**src/rtl/sm83_ir_decode.sv**
```systemverilog
// sm83_ir_decode: instruction register and opcode decoder; optional CB page via SM83_CB_PREFIX_EN
package sm83_pkg;
  typedef enum logic [2:0] {
    CTL_NOP, CTL_HALT, CTL_LD_R8_R8, CTL_LDPTR_R8_HL,
    CTL_LDPTR_HL_R8, CTL_LD_R8_D8, CTL_LDPTR_HL_D8, CTL_ALU_R8
  } ctl_op_t;
  typedef enum logic [4:0] {
    ALU_LD = 5'd0, ALU_ADD, ALU_ADC, ALU_SUB, ALU_SBC, ALU_AND, ALU_XOR, ALU_OR, ALU_CP
`ifdef SM83_CB_PREFIX_EN
    , ALU_RLC, ALU_RRC, ALU_RL, ALU_RR, ALU_SLA, ALU_SRA, ALU_SWAP, ALU_SRL,
    ALU_BIT, ALU_RES, ALU_SET
`endif
  } alu_op_t;
  typedef struct packed {
    ctl_op_t    ctl;
    alu_op_t    alu;
    logic [2:0] dst;
    logic [2:0] src;
    logic [2:0] bidx;
    logic       unsup;
  } dec_t;
endpackage

module sm83_ir_decode
  import sm83_pkg::*;
#(
  parameter int         CNT_W  = 8,
  parameter logic [7:0] RST_IR = 8'h00
) (
  input  logic             clk,
  input  logic             rst,
  input  logic             mem_to_ir,
  input  logic [7:0]       mem_rdata,
  input  logic             halt,
  output logic [7:0]       ir,
  output ctl_op_t          ctl_op,
  output alu_op_t          decoded_alu_op,
  output logic [2:0]       r8_dst_sel,
  output logic [2:0]       r8_src_sel,
  output logic [2:0]       bit_idx,
  output logic             unsupported,
  output logic [CNT_W-1:0] unsupported_cnt
);
  function automatic dec_t decode(input logic [7:0] op, input logic cb);
    dec_t d;
    d = '{ctl: CTL_NOP, alu: ALU_LD, dst: 3'd0, src: 3'd0, bidx: 3'd0, unsup: 1'b1};
    if (cb) begin
`ifdef SM83_CB_PREFIX_EN
      if (op[2:0] != 3'b110) begin
        d.ctl   = CTL_ALU_R8;
        d.dst   = op[2:0];
        d.src   = op[2:0];
        d.unsup = 1'b0;
        d.alu   = op[7:6] == 2'b00 ? alu_op_t'(5'd9 + 5'(op[5:3])) : alu_op_t'(5'd16 + 5'(op[7:6]));
        d.bidx  = op[7:6] == 2'b00 ? 3'd0 : op[5:3];
      end
`endif
    end else if (op == 8'h00) begin
      d.unsup = 1'b0;
    end else if (op == 8'h76) begin
      d.ctl   = CTL_HALT;
      d.unsup = 1'b0;
    end else if (op[7:6] == 2'b01) begin
      d.ctl   = op[2:0] == 3'b110 ? CTL_LDPTR_R8_HL : op[5:3] == 3'b110 ? CTL_LDPTR_HL_R8 : CTL_LD_R8_R8;
      d.dst   = op[5:3];
      d.src   = op[2:0];
      d.unsup = 1'b0;
    end else if (op[7:6] == 2'b00 && op[2:0] == 3'b110) begin
      d.ctl   = op[5:3] == 3'b110 ? CTL_LDPTR_HL_D8 : CTL_LD_R8_D8;
      d.dst   = op[5:3];
      d.unsup = 1'b0;
    end else if (op[7:6] == 2'b10 && op[2:0] != 3'b110) begin
      d.ctl   = CTL_ALU_R8;
      d.alu   = alu_op_t'(5'(op[5:3]) + 5'd1);
      d.dst   = 3'b111;
      d.src   = op[2:0];
      d.unsup = 1'b0;
`ifdef SM83_CB_PREFIX_EN
    end else if (op == 8'hCB) begin
      d.unsup = 1'b0;
`endif
    end
    return d;
  endfunction

  logic [7:0]       ir_q;
  logic [CNT_W-1:0] cnt_q;
  logic             cb_q, cb_d, load;
  dec_t             cur, nxt;

  assign load = mem_to_ir && !halt;
`ifdef SM83_CB_PREFIX_EN
  // A prefix byte only arms the CB page when it was itself fetched unprefixed.
  assign cb_d = ir_q == 8'hCB && !cb_q;
  always_ff @(posedge clk)
    if (rst) cb_q <= 1'b0;
    else if (load) cb_q <= cb_d;
`else
  assign cb_q = 1'b0;
  assign cb_d = 1'b0;
`endif

  // The incoming byte is judged with the prefix state it will be decoded under.
  assign cur = decode(ir_q, cb_q);
  assign nxt = decode(mem_rdata, cb_d);

  always_ff @(posedge clk)
    if (rst) begin
      ir_q  <= RST_IR;
      cnt_q <= '0;
    end else if (load) begin
      ir_q <= mem_rdata;
      if (nxt.unsup && cnt_q != '1) cnt_q <= cnt_q + CNT_W'(1);
    end

  assign ir              = ir_q;
  assign ctl_op          = cur.ctl;
  assign decoded_alu_op  = cur.alu;
  assign r8_dst_sel      = cur.dst;
  assign r8_src_sel      = cur.src;
  assign bit_idx         = cur.bidx;
  assign unsupported     = cur.unsup;
  assign unsupported_cnt = cnt_q;
endmodule

```
**config.mk**
```make
export PLATFORM = sky130hd
export DESIGN_NAME = sm83_ir_decode
export DESIGN_NICKNAME = d
export VERILOG_FILES = /design/src/rtl/sm83_ir_decode.sv
export SDC_FILE = /design/constraint.sdc
export NUM_CORES = 1
export LEC_CHECK = 0
export BUFFER_PORTS_ARGS = -buffer_cell sky130_fd_sc_hd__buf_2
export CAP_MARGIN = 20
export CORE_UTILIZATION = 30
export DETAILED_ROUTE_END_ITERATION = 8
export SETUP_SLACK_MARGIN = 0.02
export SYNTH_ARGS = -nofsm -noshare
export SYNTH_HDL_FRONTEND = slang
export SYNTH_SLANG_ARGS = --single-unit
```
**constraint.sdc**
```tcl
create_clock -name clk -period 4.9 [get_ports clk]
set_input_delay 1.47 -clock clk [delete_from_list [all_inputs] [get_ports clk]]
set_output_delay 1.47 -clock clk [all_outputs]
set_load 0.02 [all_outputs]
```
# Yosys cells after proc, flatten, opt, wreduce, memory -nomap -nowiden
# Cells that the tools add are included.
totals:
  output_inout_bits: 34
  romBits: 0
  mem_count: 0
  mem_bits_rw: 0
  regBits: 16
  latch_bits: 0
op_classes:
  shifts: 0
  n_eq_ne: 12
  n_div: 0
  n_mux: 24
  n_lt_le_gt_ge: 0
  bitwise_logic: 0
  n_reduce_logical: 12
  addsub: 2
  n_mul: 0
ops:
  columns: ["operator", "count"]
  rows:
  - ["$mux W14", 2]
  - ["$mux W3", 7]
  - ["$eq A8 B7 Y1 const B", 2]
  - ["$logic_not A8 Y1", 2]
  - ["$mux W11", 1]
  - ["$mux W1", 10]
  - ["$mux W5", 2]
  - ["$eq A3 B3 Y1 const B", 3]
  - ["$add A8 B1 Y8 const B", 1]
  - ["$ne A8 B8 Y1 const B", 1]
  - ["$logic_and A1 B1 Y1", 6]
  - ["$mux W6", 1]
  - ["$ne A3 B3 Y1 const B", 2]
  - ["$add A3 B1 Y4 const B", 1]
  - ["$eq A2 B1 Y1 const B", 2]
  - ["$eq A2 B2 Y1 const B", 2]
  - ["$logic_not A2 Y1", 2]
  - ["$mux W2", 1]
  - ["$reduce_and A2 Y1", 1]
  - ["$logic_not A1 Y1", 1]

# Logic depth before layout (Yosys ltp)
# Gate-level depths: netlist (run 1).
logic_depth:
  ltp_word: 9
  mapped_depth: 7
  depth_no_buf: 7

# Worst setup path before layout (run 1)
# No wires, ideal clock.
synth_timing:
  path_type: "flip-flop to output port"
  from: "reg ir_q[0], in the netlist ir[0]"
  to: "out decoded_alu_op[3]"
  t_arrival_ns: 1.747
  path_slack_ns: 1.683
  path_stages_with_launch: 6
  required_ns: 3.430
  n_path_buf: 1
  path_cell_list: "dfxtp_1 and3b_1 clkbuf_1 nor2_1 nand2_1 nor3_1"
synth_via:
  elab_chain_len: 7
  elab_cells_between_ends: 11
synth_lines:
  columns: ["element", "line_no", "text"]
  rows:
  - ["start: declaration", "86", "logic [7:0] ir_q;"]
  - ["start signal: assignment", "112", "ir_q <= mem_rdata;"]
  - ["$ne A3 B3 Y1", "72", "end else if (op[7:6] == 2'b10 && op[2:0] != 3'b110) begin"]
  - ["$logic_and A1 B1 Y1", "72", null]
  - ["$mux W14", "72", null]
  - ["$mux W5", "68", "end else if (op[7:6] == 2'b00 && op[2:0] == 3'b110) begin"]
  - ["$mux W5", "63", "end else if (op[7:6] == 2'b01) begin"]
  - ["$mux W11", "60", "end else if (op == 8'h76) begin"]
  - ["$mux W14 (*)", "58", "end else if (op == 8'h00) begin"]
  - ["end: declaration", "37", "output alu_op_t decoded_alu_op,"]
# Every way passes the cells marked *; elsewhere a longest branch is shown, timed or not.

# Final worst setup path (run 1)
layout_timing:
  from: "reg ir_q[7], in the netlist ir[7]"
  to: "out r8_dst_sel[1]"
layout_via:
  elab_chain_len: 7
  elab_cells_between_ends: 12
layout_lines:
  columns: ["element", "line_no", "text"]
  rows:
  - ["$eq A2 B2 Y1", "72", null]
  - ["$logic_and A1 B1 Y1", "72", null]
  - ["$mux W14", "72", null]
  - ["$mux W3", "68", null]
  - ["$mux W6", "63", null]
  - ["$mux W11", "60", null]
  - ["$mux W14 (*)", "58", null]
  - ["end: declaration", "38", "output logic [2:0] r8_dst_sel,"]
# Marks and branches as above.

==> flow_metrics.py, run 1 <==
metrics = {
    "run_status": {
        "outcome": "finished, final reports clean",
    },
    "synthesis": {
        "synthDistinctLibCells": 42,
        "yosys.area.top_type": "dfxtp_1",
        "synth.cell_area_um2": 1050,
        "syn_area_per_cell_um2": 7.65,
        "synth.most_common_cell": "nand2_1",
        "synth_edf_count": 0,
        "ys_seq_elements": 16,
        "synth_area_leaders": "dfxtp_1, nand2_1, a21oi_1",
        "ys_warn_count": 0,
        "synth_top_area_share_pct": 30.5,
        "async_reset_ff_share_pct": 0,
        "ys.flop_type": "dfxtp_1",
        "synth_common_cells": "nand2_1, dfxtp_1, a21oi_1",
        "syn_inst": 137,
        "synth_seq_area_share_pct": 30.5,
    },
    "timing": {
        "hold_viol": 0,
        "fmax_mhz": 280,
        "rsz0062_at_grt": "no",
        "finClkSkew_ns": 0.00645,
        "slew_violations": 0,
        "period_needed_ns": 3.57,
        "setup_viol": 0,
        "tns_ns": 0,
        "slew_headroom_pct": 66.5,
        "worst_pin_slew_ns": 0.501,
        "timing.final.crit_share_pct": 72.9,
    },
    "clock_network": {
        "clock-sinks": 16,
        "clockBufferDepth": 2,
        "clk_pin_slew_ns": 0.10,
        "postCtsHoldBufs": 0,
        "cts_tree": "built",
        "numCtsBuffers": 3,
        "cts_setup_buffers": 0,
        "clkLatencyLatePin_ns": 0.28,
        "cts_root_buf": "clkbuf_4",
        "ctsResizeCount": 0,
        "cts-htree-levels": 1,
    },
    "floorplan": {
        "die-width_um": 61.1,
        "start_util_pct": 31.4,
        "row_count": 21,
        "io_pins": 46,
        "dieArea_um2": 3740,
        "coreArea_um2": 3340,
        "die_y_um": 61.1,
    },
    "power": {
        "p_total_uw": 288,
        "p_int_uw": 201,
        "power_density_nw_per_um2": 223,
        "power_switching_uw": 86.9,
        "vdd_drop_max_uv": 108,
        "seq_power_share_pct": 48.8,
        "combinationalPowerShare_pct": 20.8,
        "switching_share_pct": 30.2,
        "power_frac_clock_pct": 30.3,
        "power_leakage_nw": 0.597,
    },
    "detailed_routing": {
        "vias": 1043,
        "drt-initial-drc-count": 33,
        "drc_errors": 0,
        "wl_um": 2330,
        "wl_per_cell_um": 10.5,
        "viasPerCell": 4.72,
        "ant_nets": 0,
        "drt_pass1_iterations": 4,
    },
    "final_layout": {
        "area_growth_pct": 23.0,
        "final_nets": 191,
        "drive_gt1_share_pct": 30.3,
        "antenna_cells": 0,
    },
    "placed_design": {
        "portBuffers": 41,
        "hpwl_um": 1810,
        "place_congestion": 0.777,
    },
    "global_route": {
        "grt_max_degree": 17,
        "grt_pass1_wl_um": 3720,
        "gr-total-overflow": 0,
        "antenna_found_initial": 0,
        "gr-usage-all-layers_pct": 13.1,
        "grt_pass1_vias": 858,
    },
    "worst_setup_path": {
        "cp.required_ns": 3.43,
        "end_kind": "primary output",
        "worst_ep_arrival_time_ns": 2.10,
        "crit_path_start_kind": "register",
        "cp_max_fo": 12,
        "criticalPathCategory": "reg2out",
    },
    "worst_hold_path": {
        "min_path_type": "reg2reg",
    },
    "flow_run": {
        "maxCapViolCount": 0,
    },
}
## layout by cell type, fill, tap and decap left out, drive strengths merged, types with 3 or more instances in the layout
master | netlist | routed
a21o | 3 | 3
a21oi | 16 | 16
and2 | 3 | 3
buf | 7 | 41
clkbuf | 3 | 4
conb | 1 | 4
dfxtp | 16 | 16
ha | 3 | 3
nand2 | 26 | 26
nand2b | 3 | 3
nor2 | 11 | 11
nor3 | 3 | 3
nor4 | 4 | 4
o21ai | 7 | 7
or3 | 4 | 4
xnor2 | 4 | 4
## through the flow
stage | cells | hold slack [ns] | utilization [%] | setup WS (ns) | cell area [µm²]
after detailed placement | 217 | 0.488 | 37.6 | 1.65 | 1250
after CTS | 221 | 0.504 | 38.7 | 1.32 | 1290
after global routing | 221 | 0.524 | 38.7 | 1.22 | 1290
final | 221 | 0.502 | 38.7 | 1.33 | 1290
after global placement | 217 | 0.486 | 37.6 | 1.68 | 1250
after floorplan | 140 | 0.557 | - | 1.68 | 1060
## area by class of cell
class                      instances  area, µm²
tap                               46       57.6
inverter                           1       3.75
multi-input combinational        113        667
clock buffer                       4       36.3
timing repair buffer              41        205
fill                             368       2050
sequential                        16        320
## metal layers
metal  vias up  wire, µm  track usage [%]  part of all wire [%]
li1        545         -                -                     -
met1       463      1090             15.2                    47
met2        33      1110             24.1                    47
met3         2       124             2.10                   5.3
met4         0        14             4.87                  0.60
met5         -         0                0                     0
## flip-flops by register name, summed over array words and instances (netlist names)
signal,count
unsupported_cnt,8
ir,8
## cell families (layout without fill, tap and decap cells)
family                     Yosys count  count (layout)  share of synthesized area [%]
buffers and inverters               11              46                           6.92
xor gates and xnor gates             5               5                           4.18
other                                1               4                          0.358
AOI/OAI and AO/OA                   31              31                           18.4
and+or+nand+nor                     69              69                           35.1
DFF                                 16              16                           30.5
muxes                                1               1                          0.955
adders and majority gates            3               3                           3.58
## worst max-delay path, stage by stage, from the launching register on
cell	delay [ns]
dfxtp_1	0.44
nand2b_2	0.27
or4_4	0.54
a21oi_4	0.16
nor3_2	0.07
a21o_1	0.19
buf_2	0.15
## power by group through the flow
stage	registers (mW)	logic (mW)	clock network, mW
after floorplan	0.146	0.0414	0
after global placement	0.144	0.0602	0
after detailed placement	0.144	0.0603	0
after CTS	0.141	0.0605	0.0902
after global routing	0.142	0.0663	0.0965
final	0.141	0.0600	0.0873
## worst paths after layout
path         slack [ns]  cells past startpoint               start                  to
max                1.33                      6               ir[7]       r8_dst_sel[1]
min                0.50                      2  unsupported_cnt[7]  unsupported_cnt[7]
max reg2reg        3.09                      6  unsupported_cnt[0]  unsupported_cnt[7]
min reg2reg        0.50                      2  unsupported_cnt[7]  unsupported_cnt[7]
(Power assumes the default switching activity.)
==> run 2: changes to the inputs <==
Clock period 4.9 ns to 2.9 ns, I/O delays scaled along.
==> flow_metrics.py, run 2 (synthesis results as in run 1) <==
metrics = {
    "placed_design": {
        "portBuffers": 41,
        "hpwl_um": 1850,
        "place_congestion": 0.833,
    },
    "timing": {
        "period_needed_ns": 2.75,
        "fmax_mhz": 363,
        "setup_viol": 0,
        "slew_violations": 0,
        "timing.final.crit_share_pct": 95.0,
        "rsz0062_at_grt": "no",
        "worst_pin_slew_ns": 0.522,
        "hold_viol": 0,
        "finClkSkew_ns": 0.00467,
        "tns_ns": 0,
        "slew_headroom_pct": 65.2,
    },
    "global_route": {
        "grt_pass1_vias": 887,
        "gr-usage-all-layers_pct": 13.4,
        "gr-total-overflow": 0,
        "grt_pass1_wl_um": 3770,
        "antenna_found_initial": 0,
        "grt_max_degree": 17,
    },
    "detailed_routing": {
        "ant_nets": 0,
        "drc_errors": 0,
        "wl_um": 2420,
        "viasPerCell": 4.70,
        "wl_per_cell_um": 10.9,
        "drt_pass1_iterations": 4,
        "drt-initial-drc-count": 60,
        "vias": 1049,
    },
    "final_layout": {
        "seqCellArea_um2": 324,
        "antenna_cells": 0,
        "final_common_cell": "buf_2",
        "final_nets": 193,
        "final_cell_mix": "buf_2, nand2_1, a21oi_1",
        "fin_util_pct": 39.2,
        "multi_input_area_um2": 667,
        "drive_gt1_share_pct": 32.8,
        "area_growth_pct": 24.8,
        "fillers": 374,
    },
    "clock_network": {
        "cts_root_buf": "clkbuf_4",
        "clockBufferDepth": 2,
        "clkLatencyLatePin_ns": 0.28,
        "clk_pin_slew_ns": 0.10,
        "cts-htree-levels": 1,
        "cts_setup_buffers": 0,
        "clock-sinks": 16,
        "cts_tree": "built",
        "numCtsBuffers": 3,
    },
    "power": {
        "power_density_nw_per_um2": 372,
        "vdd_drop_max_uv": 193,
        "power_leakage_nw": 0.608,
    },
    "worst_setup_path": {
        "ff2ff_setup_slack_ns": 1.09,
        "crit_path_start_kind": "register",
        "cp_max_fo": 9,
        "cp.required_ns": 2.03,
        "r2r_cells": 6,
        "criticalPathCategory": "reg2out",
        "crit-reg2reg-launch": "unsupported_cnt[0]",
        "worstReg2RegEnd": "unsupported_cnt[7]",
        "worst_ep_arrival_time_ns": 1.88,
        "end_kind": "primary output",
    },
    "floorplan": {
        "io_pins": 46,
        "coreArea_um2": 3340,
        "start_util_pct": 31.4,
        "die-width_um": 61.1,
        "die_y_um": 61.1,
        "row_count": 21,
        "dieArea_um2": 3740,
    },
    "worst_hold_path": {
        "whs_path_depth": 2,
        "hold_end": "unsupported_cnt[7]",
        "min_path_type": "reg2reg",
        "worstHoldStart": "unsupported_cnt[7]",
    },
    "flow_run": {
        "maxCapViolCount": 0,
    },
    "run_status": {
        "outcome": "finished, final reports clean",
    },
}
[run 2: cell types whose count changed in the layout (fill, tap and decap cells not counted), sizes merged]
cell and change:
buf +2
[run 2: power breakdown]
group          internal, mW  switching (mW)  leakage, nW  total, mW
logic                0.0391          0.0658        0.455      0.105
clock network        0.0764          0.0696       0.0210      0.146
registers             0.226          0.0102        0.131      0.236
total                 0.342           0.146        0.608      0.487
[run 2: what timing repair did]
action,4_1_cts,5_1_grt
hold buffers,0,0
resized for setup,0,3
endpoints found under the setup margin,0,2
[run 2: final cells by class]
cell class	instances	area share, %
inverters	1	0.287
repair buffers	43	16.8
well taps	46	4.40
multi-input cells	113	51.0
clock buffers	4	2.77
flip-flops and latches	16	24.8
[run 2: worst max-delay path, cell delays in order, from the launching register on]
cell      delay (ns)
dfxtp_2         0.42
nand2b_2        0.11
or4_4           0.53
a21oi_4         0.16
nor3_2          0.07
a21o_1          0.17
buf_2           0.15
[run 2: worst max-delay path by stage]
stage	slack [ns]	startpoint	endpoint	cells after the start
floorplan	0.28	ir[0]	decoded_alu_op[3]	5
global route	0.05	ir[6]	r8_dst_sel[2]	6
global placement	0.40	ir[6]	r8_dst_sel[2]	6
CTS	0.03	ir[6]	r8_dst_sel[1]	6
finish	0.15	ir[6]	r8_dst_sel[1]	6
detailed placement	0.36	ir[6]	r8_dst_sel[1]	6
[run 2: per-stage QoR]
| stage | hold slack, ns | cells | power [mW] | setup slack, ns | area [µm²] |
|---|---|---|---|---|---|
| final | 0.505 | 223 | 0.487 | 0.145 | 1310 |
| after CTS | 0.509 | 223 | 0.496 | 0.0262 | 1310 |
| after detailed placement | 0.492 | 219 | 0.347 | 0.363 | 1270 |
| after global routing | 0.540 | 223 | 0.517 | 0.0483 | 1310 |
| after floorplan | 0.557 | 140 | 0.317 | 0.283 | 1060 |
| after global placement | 0.484 | 219 | 0.347 | 0.397 | 1270 |
[run 2: routing by layer]
layer / track usage [%] / part of all wire [%] / vias to the layer above
li1: - / - / 550
met1: 15.8 / 48 / 468
met2: 23.8 / 47 / 29
met3: 2.31 / 4.5 / 2
met4: 5.84 / 0.41 / 0
met5: 0 / 0 / -
